===== src/rtl/multi_value_control.sv =====
// N_CH bounded values stepped from debounced active-low buttons, with a channel-select button.
// Optional build macro AUTO_REPEAT_EN adds hold-to-repeat on the inc/dec buttons.
module multi_value_control #(
    parameter int N_CH       = 2,
    parameter int N_BIT      = 9,
    parameter int STEP       = 5,
    parameter int VMIN       = 30,
    parameter int VMAX       = 180,
    parameter int VINIT      = 180,
    parameter int WRAP       = 0,
    parameter int DEB_CYCLES = 50000,
    parameter int RPT_DLY    = 25000000,
    parameter int RPT_PER    = 5000000
) (
    input  logic                   i_CLK,
    input  logic                   i_RST,
    input  logic                   i_inc_btn,
    input  logic                   i_dec_btn,
    input  logic                   i_sel_btn,
    output logic [N_CH*N_BIT-1:0]  o_values,
    output logic [2:0]             o_sel,
    output logic                   o_update
);
    localparam int W1  = N_BIT + 1;
    localparam int CW  = $clog2(DEB_CYCLES + 1);
    localparam int INC = 0;
    localparam int DEC = 1;
    localparam int SEL = 2;

    generate
        if (N_CH < 1 || N_CH > 8 || DEB_CYCLES < 1 || RPT_DLY < 1 || RPT_PER < 1 ||
            VMIN > VMAX || VINIT < VMIN || VINIT > VMAX || VMAX >= 2**N_BIT) begin : g_param_check
            $error("multi_value_control: illegal parameter set");
        end
    endgenerate

    logic [2:0]    btn_raw, sync_meta, sync_out, deb, deb_d, armed, press;
    logic [1:0]    settle;
    logic [CW-1:0] deb_cnt [3];
    logic [1:0]    rpt;

    assign btn_raw = {i_sel_btn, i_dec_btn, i_inc_btn};

    // A button only becomes armed once it has been seen released after reset, so a
    // button held through reset release cannot produce a press.
    always_ff @(posedge i_CLK or negedge i_RST) begin
        if (!i_RST) begin
            sync_meta <= '1;
            sync_out  <= '1;
            deb       <= '1;
            deb_d     <= '1;
            armed     <= '0;
            settle    <= '0;
            for (int b = 0; b < 3; b++) deb_cnt[b] <= '0;
        end else begin
            // NOTE: sequential state uses non-blocking (<=) so every register samples pre-edge values.
            sync_meta <= btn_raw;
            sync_out  <= sync_meta;
            deb_d     <= deb;
            settle    <= {settle[0], 1'b1};
            for (int b = 0; b < 3; b++) begin
                armed[b] <= armed[b] | (settle[1] & sync_out[b]);
                if (sync_out[b] == deb[b]) begin
                    deb_cnt[b] <= '0;
                end else if (deb_cnt[b] == CW'(DEB_CYCLES - 1)) begin
                    deb[b]     <= sync_out[b];
                    deb_cnt[b] <= '0;
                end else begin
                    deb_cnt[b] <= deb_cnt[b] + 1'b1;
                end
            end
        end
    end

    assign press = ~deb & deb_d & armed;

`ifdef AUTO_REPEAT_EN
    localparam int RMAX = (RPT_DLY > RPT_PER) ? RPT_DLY : RPT_PER;
    localparam int RW   = $clog2(RMAX + 1);

    logic [1:0]    rpt_act, rpt_first;
    logic [RW-1:0] rpt_cnt [2];

    always_comb begin
        rpt = '0;
        for (int k = 0; k < 2; k++)
            rpt[k] = rpt_act[k] && !deb[k] && deb[k^1] &&
                     (rpt_cnt[k] == (rpt_first[k] ? RW'(RPT_DLY - 1) : RW'(RPT_PER - 1)));
    end

    always_ff @(posedge i_CLK or negedge i_RST) begin
        if (!i_RST) begin
            rpt_act   <= '0;
            rpt_first <= '0;
            for (int k = 0; k < 2; k++) rpt_cnt[k] <= '0;
        end else begin
            for (int k = 0; k < 2; k++) begin
                if (press[SEL] || deb[k] || !deb[k^1]) begin
                    rpt_act[k] <= 1'b0;
                    rpt_cnt[k] <= '0;
                end else if (press[k]) begin
                    rpt_act[k]   <= 1'b1;
                    rpt_first[k] <= 1'b1;
                    rpt_cnt[k]   <= '0;
                end else if (rpt[k]) begin
                    rpt_first[k] <= 1'b0;
                    rpt_cnt[k]   <= '0;
                end else if (rpt_act[k]) begin
                    rpt_cnt[k] <= rpt_cnt[k] + 1'b1;
                end
            end
        end
    end
`else
    assign rpt = 2'b00;
`endif

    logic [N_BIT-1:0] vals [N_CH];
    logic [N_BIT-1:0] cur, inc_res, dec_res, nxt;
    logic [W1-1:0]    sum, diff;
    logic             ev_inc, ev_dec, ev_sel, changed;

    assign ev_inc = press[INC] | rpt[INC];
    assign ev_dec = press[DEC] | rpt[DEC];
    assign ev_sel = press[SEL];

    // NOTE: every always_comb output gets a default first, so no path can infer a latch.
    always_comb begin
        cur = '0;
        for (int k = 0; k < N_CH; k++)
            if (o_sel == 3'(k)) cur = vals[k];
        sum     = {1'b0, cur} + W1'(STEP);
        diff    = {1'b0, cur} - W1'(STEP);
        inc_res = sum[N_BIT-1:0];
        dec_res = diff[N_BIT-1:0];
        if (sum > W1'(VMAX))
            inc_res = (WRAP != 0) ? N_BIT'(VMIN) : N_BIT'(VMAX);
        // diff's top bit is the borrow, so a step below zero is caught as below VMIN.
        if (diff[N_BIT] || diff < W1'(VMIN))
            dec_res = (WRAP != 0) ? N_BIT'(VMAX) : N_BIT'(VMIN);
        nxt = cur;
        if (!ev_sel && ev_inc && !ev_dec) nxt = inc_res;
        if (!ev_sel && ev_dec && !ev_inc) nxt = dec_res;
        changed = (nxt != cur);
    end

    always_ff @(posedge i_CLK or negedge i_RST) begin
        if (!i_RST) begin
            // NOTE: the value array is reset too: the core must read VINIT, never power-up junk.
            for (int k = 0; k < N_CH; k++) vals[k] <= N_BIT'(VINIT);
            o_sel    <= '0;
            o_update <= 1'b0;
        end else begin
            o_update <= changed;
            for (int k = 0; k < N_CH; k++)
                if (changed && o_sel == 3'(k)) vals[k] <= nxt;
            if (ev_sel)
                o_sel <= (o_sel == 3'(N_CH - 1)) ? 3'd0 : o_sel + 3'd1;
        end
    end

    always_comb begin
        o_values = '0;
        for (int k = 0; k < N_CH; k++) o_values[k*N_BIT +: N_BIT] = vals[k];
    end
endmodule


===== config.mk =====
export PLATFORM = sky130hd
export DESIGN_NAME = multi_value_control
export DESIGN_NICKNAME = d
export VERILOG_FILES = /design/src/rtl/multi_value_control.sv
export SDC_FILE = /design/constraint.sdc
export NUM_CORES = 1
export LEC_CHECK = 0
export ABC_AREA = 1
export CORE_ASPECT_RATIO = 0.8
export CORE_MARGIN = 2
export CORE_UTILIZATION = 40
export DETAILED_ROUTE_END_ITERATION = 10
export PLACE_DENSITY = 0.66
export SYNTH_ARGS = -nofsm -noshare
export SYNTH_HDL_FRONTEND = slang
export SYNTH_SLANG_ARGS = --single-unit

===== constraint.sdc =====
create_clock -name i_CLK -period 2.51 [get_ports i_CLK]
set_input_delay 0.502 -clock i_CLK [delete_from_list [all_inputs] [get_ports i_CLK]]
set_output_delay 0.502 -clock i_CLK [all_outputs]
set_load 0.01 [all_outputs]

=== After elaboration in Yosys (flattened, before gate mapping) ===
Cells that the tools add are included.

* Add/subtract/negate cells: 6
* $lt $le $gt $ge: 2
* Eq/ne operators: 8
* Muxes and demuxes: 13
* Bitwise logic cells: 12
* Reduce and logical (&&, ||, !) cells: 14

{| class="wikitable"
|+ Operators with widths
! operator !! number
|-
| 16-bit 2-to-1 mux || 6
|-
| 9-bit 2-to-1 mux || 6
|-
| 16-bit by 1-bit adder with 16-bit output, second input constant || 3
|-
| 16-bit equality test, second input constant || 3
|-
| 9-bit by 3-bit adder with 10-bit output, second input constant || 1
|-
| 10-bit by 8-bit > comparator with 1-bit output, second input constant || 1
|-
| 10-bit by 5-bit less-than comparator with 1-bit output, second input constant || 1
|-
| 9-bit by 3-bit subtractor with 10-bit output, second input constant || 1
|-
| 9-bit != test || 1
|-
| 3-bit bitwise AND || 2
|-
| 1-bit logical AND || 6
|-
| 2-bit AND reduction || 3
|-
| 3-bit by 1-bit adder with 3-bit output, second input constant || 1
|-
| 1-bit bitwise AND || 3
|-
| 1-bit equality test || 3
|-
| 3-bit by 1-bit equality test with 1-bit output, second input constant || 1
|-
| 1-bit logical NOT || 3
|-
| 3-bit logical NOT || 1
|-
| 3-bit 2-to-1 mux || 1
|-
| 1-bit NOT || 3
|-
| 3-bit NOT || 1
|-
| 1-bit bitwise OR || 3
|-
| 1-bit logical OR || 1
|}

* Register bits after elaboration: 87
* Output and inout port bits: 22

=== Longest topological paths before layout ===
Gate-level depths: netlist of run 1.

* Depth after elaboration: 10
* Depth in mapped cells: 26

=== Worst setup path before layout of run 1 ===
No wires, ideal clock.

* Path kind: register -> register
* Start point: register o_sel[1]
* End point: register vals (netlist bit o_values[0])
* Library setup time: 0.118 ns
* Arrival: 2.669 ns
* Path slack: -0.277 ns
* Stages on the path, launching flop included: 25
* Cells stage by stage: dfrtp_1 nor2_4 nand3_1 nand2_1 inv_2 ha_1 inv_1 nand2_2 nand2_1 nand2_1 nand3_1 nor2_1 nor2_1 nand2_1 nand3_1 nand3_1 nand2_1 nand2_1 nor2_1 nand2_1 nor2_1 nand2_2 buf_2 nand3_1 nand2_1

* Word-level cells in the longest chain between the ends: 10
* Elaborated cells on any way between the ends: 15

{| class="wikitable"
|+ Ends and longest elaborated chain
! item !! line !! RTL
|-
| start, declared || 21 || <nowiki>output logic [2:0] o_sel,</nowiki>
|-
| start signal, assigned || 158 || <nowiki>o_sel <= (o_sel == 3'(N_CH - 1)) ? 3'd0 : o_sel + 3'd1;</nowiki>
|-
| 3-bit logical NOT || 131 || <nowiki>if (o_sel == 3'(k)) cur = vals[k];</nowiki>
|-
| 9-bit 2-to-1 mux || 131 ||
|-
| 9-bit 2-to-1 mux * || 131 ||
|-
| 9-bit by 3-bit adder with 10-bit output / 9-bit by 3-bit subtractor with 10-bit output (equally long branches) || 132, 133 ||
|-
| 10-bit by 8-bit > comparator with 1-bit output / 10-bit by 5-bit less-than comparator with 1-bit output (equally long branches) || 136, 139 ||
|-
| 9-bit 2-to-1 mux / 1-bit logical OR (equally long branches) || 136, 139 ||
|-
| 9-bit 2-to-1 mux (on tied branches) || 142, 139 ||
|-
| 9-bit 2-to-1 mux || 143 || <nowiki>if (!ev_sel && ev_dec && !ev_inc) nxt = dec_res;</nowiki>
|-
| 9-bit != test * || 144 || <nowiki>changed = (nxt != cur);</nowiki>
|-
| via changed || 121 || <nowiki>logic ev_inc, ev_dec, ev_sel, changed;</nowiki>
|-
| 1-bit logical AND * || 156 || <nowiki>if (changed && o_sel == 3'(k)) vals[k] <= nxt;</nowiki>
|-
| end signal, assigned by index || 156 ||
|-
| end, declared || 118 || <nowiki>logic [N_BIT-1:0] vals [N_CH];</nowiki>
|}

Mark *: on every way through the listed nets, which the timed path passes. The rest lies on a longest branch.
A chain may end at the register's enable or synchronous reset.

=== Worst setup path in the final report of run 1 ===
* Start point: register o_sel[2]
* End point: register vals (netlist bit o_values[6])

* Word-level cells in the longest chain between the ends: 10
* Elaborated cells on any way between the ends: 15

{| class="wikitable"
|+ Ends and longest elaborated chain
! item !! line
|-
| 3-bit logical NOT || 131, 156
|-
| 9-bit 2-to-1 mux (2 in a row) || 131
|-
| 9-bit by 3-bit adder with 10-bit output / 9-bit by 3-bit subtractor with 10-bit output (equally long branches) || 132, 133
|-
| 10-bit by 8-bit > comparator with 1-bit output / 10-bit by 5-bit less-than comparator with 1-bit output (equally long branches) || 136, 139
|-
| 9-bit 2-to-1 mux / 1-bit logical OR (equally long branches) || 136, 139
|-
| 9-bit 2-to-1 mux (on tied branches) || 142, 139
|-
| 9-bit 2-to-1 mux || 143
|-
| 9-bit != test || 144
|-
| 1-bit logical AND || 156
|}

Several ways; a longest one is shown, not always the timed one.

==> results of run 1 <==
[stage by stage]
stage / hold slack [ns] / setup TNS, ns
after floorplan: 0.206 / -2.54
after global placement: 0.334 / -9.92
after global routing: 0.188 / -14.90
final: 0.161 / -12.26
after CTS: 0.167 / -8.45
after detailed placement: 0.348 / -9.95
[worst paths after layout]
| path | end | slack [ns] | cells past startpoint |
|---|---|---|---|
| worst max-delay path | o_values[6] | -0.69 | 25 |
| worst max register to register | o_values[6] | -0.69 | 25 |
| max in group asynchronous | o_values[5] | 1.67 | 2 |
| worst min-delay path | deb_cnt[11] | 0.16 | 1 |
| worst min register to register | sync_out[2] | 0.36 | 0 |
| min in group i_CLK | sync_out[2] | 0.36 | 0 |
[cell type report]
type | count | share of cell area
inverter | 87 | 0.0481
clock buffer | 10 | 0.0337
tap | 148 | 0.0273
sequential | 87 | 0.324
clock inverter | 6 | 0.0160
timing repair buffer | 128 | 0.165
multi-input combinational | 456 | 0.385
[cells in the mapped netlist (all sizes together)]
master,number
nand2,170
inv,85
nor2,78
nand3,72
dfrtp,67
nor3,28
a21oi,20
dfstp,20
o21ai,18
nor3b,16
xor2,11
nand4,10
ha,6
buf,5
xnor2,5
clkbuf,4
nand3b,4
o21bai,4
and3,3
nor4,3
a211oi,2
clkinv,2
a21boi,1
a221oi,1
conb,1
o211ai,1
o31ai,1
or2,1
[sequential cells by signal, indices dropped and copies added (netlist names)]
name / count
armed: 3
deb: 3
deb_cnt: 48
deb_d: 3
o_sel: 3
o_update: 1
o_values: 18
settle: 2
sync_meta: 3
sync_out: 3
[power by group through the flow]
stage          logic [mW]  registers, mW  clock network, mW
2_1_floorplan      0.0330           1.46                  0
3_3_place_gp       0.0763           1.46                  0
3_5_place_dp       0.0788           1.46                  0
4_1_cts            0.0790           1.44               1.53
5_1_grt            0.0894           1.44               1.60
6_report           0.0768           1.44               1.50
[kinds of logic (layout without fill, tap and decap cells)]
logic type / Yosys count / after routing / share of synthesized area
buf+inv: 96 / 231 / 0.0784
compound gates: 48 / 48 / 0.0589
flops: 87 / 87 / 0.453
other cells: 1 / 1 / 0.000771
simple gates: 385 / 385 / 0.365
xor+xnor: 16 / 16 / 0.0288
fa+ha+maj: 6 / 6 / 0.0154
[per-layer routing]
metal	global-route usage	vias up	wire [um]
met5	0	-	0
met1	0.302	2209	6410
met3	0.0535	18	795
met2	0.330	132	6140
li1	-	2328	-
met4	0.0583	0	150
[repair_timing]
item / in CTS / in global routing
cloned: 1 / 0
setup buffers: 13 / 1
resized for setup: 30 / 32
endpoints found under the setup margin: 19 / 24
pin swaps: 26 / 27
[worst reg2reg max path: stages, from the launching register on]
cell	delay, ns
dfrtp_2	0.42
nor2_4	0.13
buf_12	0.15
nand3_4	0.08
nand2_4	0.11
ha_4	0.14
nand3b_1	0.23
nand2_2	0.10
inv_2	0.07
nand2_1	0.05
nand2_1	0.07
nand2_2	0.08
nor2_4	0.23
nand3_2	0.12
nand3_2	0.07
nand2_1	0.05
nand2_1	0.05
nand2_1	0.06
nor2_1	0.12
nand2_1	0.08
nor2_2	0.17
nand2_4	0.11
buf_12	0.16
buf_12	0.13
nand3_1	0.06
nand2_1	0.06
==> results.tsv, run 1 <==
metric	value	unit
cts_tree	done	
place_inst	892	
routedWlPerCell	14.6	um
htreeDepth	3	
drt_iter0_markers	368	
tightest_slew	0.590	ns
fillers	1005	
root_buffer	clkbuf_16	
fp.dieW	127	um
mostFrequentLayoutCells	nand2_1, buf_4, inv_1, dfrtp_1, nor2_1	
timing.rr.start	o_sel[2]	
synthTopCellsByArea	dfrtp_1, nand2_1, dfstp_2, nand3_1, inv_1	
grt-ovfl-total	0	
slowest_delay	0.42	ns
synth_top_area_share	0.345	
clock_skew	0.00610	ns
ctsHoldBuffers	0	
detailed_place.area	6040	um^2
stdcell_count	922	
grt_pass1_wl	21.7	mm
start_util	0.416	
switchingPower	0.594	mW
antenna_found_initial	0	
fin_util	0.581	
drive_above_1_share	0.313	
clock_latency	0.33	ns
route.detailed.drc	0	
period_needed	3.20	ns
status	finished with violations	
p_leak	3.22	nW
synth.avg_cell_area	7.61	um^2
dpl.hpwl	9.74	mm
critical_path.top_delay_family	simple AND/OR/NAND/NOR gates	
die_y	103	um
criticalPathCategory	reg -> reg	
critPathSlowestCell	dfrtp_2	
antennaDiodeCount	0	
first_pass_iters	4	
critPathLaunch	o_sel[2]	
synth.distinct_cells	39	
ant_nets	0	
yosysSeqAreaShare	0.453	
place_ws	-0.565	ns
fin_ws	-0.685	ns
drv_slew	0	
slew_headroom	0.604	
viasPerCell	5.08	
register_area	2200	um^2
multi_input_area	2620	um^2
design_area	6790	um^2
port_buffers	26	
pwr-share-clk	0.498	
syn_to_final_growth	39.6	%
critPathMostFrequentCell	nand2_1	
design.core.area	11700	um^2
synth_nets	650	
syn-cell-area	4860	um^2
cp-end-kind	register	
path_buf_inv	4	
crit_path_max_fanout	8	
synth_top_area_cell	dfrtp_1	
min_path_type	in -> async	
yosysWarnings	0	
cp.required	2.73	ns
internal-power	2.42	mW
final-setup-viol-count	19	
pwr-share-seq	0.477	
grt_max_degree	46	
max_freq	313	MHz
ys_ff_latch	87	
ioPinCount	27	
power_density	444	nW/um^2
layout_commonest_cell	nand2_1	
clk_pin_slew	0.06	ns
clock-sinks	87	
power	3.01	mW
finalCritPeriodShare	1.27	
drv_cap	0	
grt_pass1_vias	4393	
synthCells	639	
cp.arrival	3.42	ns
rows	35	
pwr-share-comb	0.025	
totalWireLength	13.5	mm
cts_buffers	9	
sw_frac_of_total	0.197	
crit_path_start_kind	register	
ir_drop	435	uV
grt_util_all_layers	0.214	
fin_nets	780	
hold_viol	0	
rsz0062_at_grt	true	
dieArea	13100	um^2
violations	negative setup slack	
cts_buffer_depth	2	
vias	4687	
gp_congestion	0.941	
No activity file was read; power rests on OpenSTA's default activity.
==> run 2: changes to the inputs <==
Settings changed: PLACE_DENSITY 0.66 to 0.64.
Clock period 2.51 ns to 3.15 ns, I/O delays scaled along.
==> results.tsv, run 2 (synthesized netlist as in run 1, its figures left out) <==
metric	value	unit	change
crit_path_max_fanout	7		-1
ir_drop	344	uV	-21%
crit_end	o_values[15]		
fin_ws	0.0931	ns	+0.779 ns
gp_congestion	1.02		+8.2%
ctsHoldBuffers	0		unchanged
p_leak	2.84	nW	-12%
grt_max_degree	83		+80%
grt_util_all_layers	0.182		-0.0311
antennaDiodeCount	0		unchanged
drive_above_1_share	0.220		-0.0931
place_inst	818		-8.3%
start_util	0.416		unchanged
fin_nets	712		-8.7%
grt-ovfl-total	0		unchanged
clock_skew	0.00818	ns	+0.00207 ns
rrSetupSlack	0.09	ns	+0.78 ns
fillers	1061		+5.6%
reg2regPathDepth	24		-4.0%
htreeDepth	3		unchanged
worst_r2r_endpoint	o_values[15]		
drt_iter0_markers	406		+10%
drv_slew	0		unchanged
dieArea	13100	um^2	unchanged
tightest_slew	1.00	ns	+0.414 ns
fp.dieW	127	um	unchanged
cp.arrival	3.27	ns	-0.15 ns
cts_buffers	9		unchanged
max_freq	327	MHz	+4.5%
multi_input_area	2520	um^2	-3.8%
clock_latency	0.33	ns	about the same
critPathLaunch	o_sel[2]		
slew_headroom	0.330		-0.274
vias	4454		-5.0%
rsz0062_at_grt	true		
cp.required	3.36	ns	+0.63 ns
drv_cap	0		unchanged
cts_buffer_depth	2		unchanged
timing.rr.start	o_sel[2]		
stdcell_count	854		-7.4%
design_area	6010	um^2	-11%
cts_tree	done		
port_buffers	26		unchanged
route.detailed.drc	0		unchanged
routedWlPerCell	14.1	um	-3.5%
totalWireLength	12.1	mm	-11%
rows	35		unchanged
mostFrequentLayoutCells	nand2_1, inv_1, dfrtp_1, nor2_1, nand3_1		
die_y	103	um	unchanged
detailed_place.area	5360	um^2	-11%
viasPerCell	5.22		+2.6%
power	2.21	mW	-27%
criticalPathCategory	reg -> reg		
first_pass_iters	5		+1
antenna_found_initial	0		unchanged
ant_nets	0		unchanged
register_area	2200	um^2	about the same
clock-sinks	87		unchanged
root_buffer	clkbuf_16		
grt_pass1_wl	19.0	mm	-13%
power_density	368	nW/um^2	-17%
syn_to_final_growth	23.6	%	
min_path_type	reg -> reg		
status	completed		
final-setup-viol-count	0		-19
clk_pin_slew	0.06	ns	about the same
design.core.area	11700	um^2	unchanged
largest_reg_flops	48		unchanged
grt_pass1_vias	4008		-8.8%
cp-end-kind	register		
top_register	deb_cnt		
place_ws	0.0454	ns	+0.610 ns
crit_path_start_kind	register		
dpl.hpwl	8.35	mm	-14%
period_needed	3.06	ns	-0.139 ns
finalCritPeriodShare	0.970		-0.303
layout_commonest_cell	nand2_1		
hold_viol	0		unchanged
ioPinCount	27		unchanged
-- run 2: metrics by stage --
step | utilization | TNS [ns] | hold WS, ns
after floorplan | - | 0 | 0.331
after global placement | 0.458 | 0 | 0.333
after detailed placement | 0.458 | 0 | 0.340
after CTS | 0.482 | 0 | 0.351
after global routing | 0.514 | -1.91 | 0.353
final | 0.514 | 0 | 0.349
-- run 2: final cells by class --
type	instances	share of cell area
repair buffers	57	0.0828
clock inverters	2	0.00583
inverters	87	0.0543
multi-input cells	459	0.419
flip-flops and latches	87	0.367
well taps	148	0.0308
clock buffers	14	0.0406
-- run 2: timing repair --
action	4_1_cts	5_1_grt
endpoints found under the setup margin	0	19
gates resized for setup	0	61
setup buffers	0	16
-- run 2: routing by layer --
| layer | GRT usage | vias to the layer above | part of all wire |
|---|---|---|---|
| met4 | 0.0566 | 0 | 0.010 |
| met2 | 0.278 | 142 | 0.43 |
| met1 | 0.258 | 2114 | 0.48 |
| met5 | 0 | - | 0 |
| met3 | 0.0467 | 12 | 0.075 |
| li1 | - | 2186 | - |
-- run 2: how the worst min path moves through the flow --
stage	slack [ns]	cells past startpoint	end	from
finish	0.35	0	settle[1]	settle[0]
global route	0.35	0	sync_out[0]	sync_meta[0]
CTS	0.35	0	settle[1]	settle[0]
detailed placement	0.34	0	settle[1]	settle[0]
global placement	0.33	0	settle[1]	settle[0]
floorplan	0.33	0	armed[0]	i_RST
-- run 2: critical path, cell delays in order (launching register included) --
cell and delay, ns:
dfrtp_2 0.45, nor2_4 0.24, nand3_2 0.13, nand2_4 0.12, inv_2 0.07, ha_1 0.21
inv_1 0.07, nand2_2 0.09, nand3_1 0.10, nand2_1 0.06, nand2_2 0.09, nand2_2 0.08
nor2_4 0.15, nand2_2 0.10, nand3_2 0.08, nand3_2 0.08, nand2_1 0.07, nand2_1 0.04
nor2_1 0.07, nand2_1 0.06, nor2_2 0.15, nand2_4 0.12, buf_6 0.16, nand3_1 0.07
nand2_1 0.07
-- run 2: power by group --
group	total, mW	switching, mW	internal, mW
logic	0.0581	0.0415	0.0166
registers	1.15	0.00887	1.14
clock network	1.01	0.396	0.615
total	2.21	0.446	1.77
==> run 3: changes to the inputs <==
Settings changed: GPL_TIMING_DRIVEN set to 0.
==> results.tsv, run 3 (synthesized netlist as in run 1, its figures left out) <==
metric	value	unit	change
status	completed		
ir_drop	359	uV	+4.3%
port_buffers	26		unchanged
grt_pass1_vias	3997		-0.27%
gp_congestion	0.911		-11%
fin_ws	0.0899	ns	-0.00324 ns
vias	4456		+0.045%
crit_path_max_fanout	10		+3
place_ws	-0.274	ns	-0.320 ns
finalCritPeriodShare	0.971		+0.00103
top_register	deb_cnt		
grt_pass1_wl	19.4	mm	+1.9%
fin_util	0.521		+0.00685
rows	35		unchanged
cp.arrival	3.28	ns	about the same
first_pass_iters	5		unchanged
dieArea	13100	um^2	unchanged
tns	0	ns	unchanged
cp.required	3.37	ns	about the same
mostFrequentLayoutCells	nand2_1, inv_1, dfrtp_1, nand3_1, nor2_1		
cp-end-kind	register		
die_y	103	um	unchanged
crit_path_start_kind	register		
ant_nets	0		unchanged
slew_headroom	0.613		+0.283
rsz0062_at_grt	true		
drt_iter0_markers	291		-28%
clock_latency	0.33	ns	about the same
hold_viol	0		unchanged
holdWs	0.277	ns	-0.0713 ns
ioPinCount	27		unchanged
htreeDepth	3		unchanged
start_util	0.416		unchanged
drive_above_1_share	0.206		-0.0139
routedWlPerCell	13.6	um	-3.6%
cts_tree	done		
fin_nets	716		+0.56%
clk_pin_slew	0.06	ns	about the same
tightest_slew	0.577	ns	-0.428 ns
min_path_type	in -> async		
totalWireLength	11.7	mm	-3.1%
fp.dieW	127	um	unchanged
antennaDiodeCount	0		unchanged
root_buffer	clkbuf_16		
final-setup-viol-count	0		unchanged
p_leak	2.92	nW	+2.9%
criticalPathCategory	reg -> reg		
cts_buffer_depth	2		unchanged
design.core.area	11700	um^2	unchanged
grt_max_degree	49		-41%
period_needed	3.06	ns	+0.00324 ns
antenna_found_initial	0		unchanged
viasPerCell	5.19		-0.42%
place_inst	814		-0.49%
syn_to_final_growth	25.2	%	
cts_buffers	9		unchanged
stdcell_count	858		+0.47%
grt_util_all_layers	0.185		+0.00275
dpl.hpwl	8.37	mm	+0.17%
largest_reg_flops	48		unchanged
clock_skew	0.00792	ns	-0.000253 ns
route.detailed.drc	0		unchanged
drv_slew	0		unchanged
power_density	382	nW/um^2	+3.7%
grt-ovfl-total	0		unchanged
clock-sinks	87		unchanged
drv_cap	0		unchanged
layout_commonest_cell	nand2_1		
max_freq	327	MHz	-0.11%
run 3: cell count changes in the layout (fill, tap and decap cells not counted), moves of 2 or more:
cell / previous run / this run
nand3_2: 18 / 8
nand3_1: 54 / 63
nand2_2: 24 / 17
nand2_1: 141 / 146
buf_4: 30 / 27
nor2_2: 10 / 7
buf_8: 0 / 2
inv_1: 70 / 68
nor2_4: 6 / 8
run 3: routing by layer:
metal,vias up,GRT usage,wire length (um)
met1,2090,0.262,5360
li1,2195,-,-
met5,-,0,0
met3,13,0.0488,885
met2,158,0.288,5310
met4,0,0.0431,133
run 3: what timing repair did:
| action | in CTS | in global routing |
|---|---|---|
| gates cloned | 0 | 1 |
| setup endpoints to repair | 19 | 19 |
| buffers inserted | 2 | 25 |
| resized for setup | 9 | 49 |
| hold buffers | 0 | 0 |
| pin swaps | 2 | 17 |
run 3: worst paths after layout:
kind / from / to / slack [ns] / cells past startpoint
setup reg to reg: o_sel[1] / o_values[6] / 0.09 / 22
hold / removal: i_RST / deb_cnt[17] / 0.28 / 1
setup / recovery: o_sel[1] / o_values[6] / 0.09 / 22
min in group i_CLK: settle[0] / settle[1] / 0.35 / 0
max in group asynchronous: i_RST / o_values[14] / 2.21 / 2
hold reg to reg: settle[0] / settle[1] / 0.35 / 0
run 3: cell type report:
| class | count | area (um^2) |
|---|---|---|
| Tap cell | 148 | 185 |
| Buffer | 9 | 68.8 |
| Multi-Input combinational cell | 456 | 2470 |
| Inverter | 87 | 329 |
| Sequential cell | 87 | 2200 |
| Timing Repair Buffer | 55 | 520 |
| Fill cell | 1090 | 5600 |
| Clock buffer | 12 | 246 |
| Clock inverter | 4 | 70.1 |
run 3: where the power goes:
part / internal (mW) / switching (mW)
Clock: 0.714 / 0.405
Sequential: 1.14 / 0.00873
Combinational: 0.0194 / 0.0423
run 3: critical path: stages (launching register included):
cell and delay [ns]:
dfrtp_2 0.43, nor2_4 0.25, buf_6 0.17, clkbuf_16 0.15, nand3_1 0.11, nand2_4 0.16
nand2_2 0.07, nor2_2 0.12, nand2_1 0.06, nand2_1 0.07, nand2_2 0.07, nor2_4 0.19
buf_6 0.13, nand3_1 0.08, nand2_1 0.09, nand2_1 0.08, nand2_1 0.07, nand3_1 0.09
nor2_2 0.12, nand2_2 0.09, buf_4 0.19, nand3_1 0.07, nand2_1 0.07
run 3: through the flow:
stage,power (mW),cell area (um^2)
floorplan,1.19,4860
global placement,1.22,5310
detailed placement,1.23,5340
CTS,2.36,5700
global route,2.42,6090
finish,2.33,6090
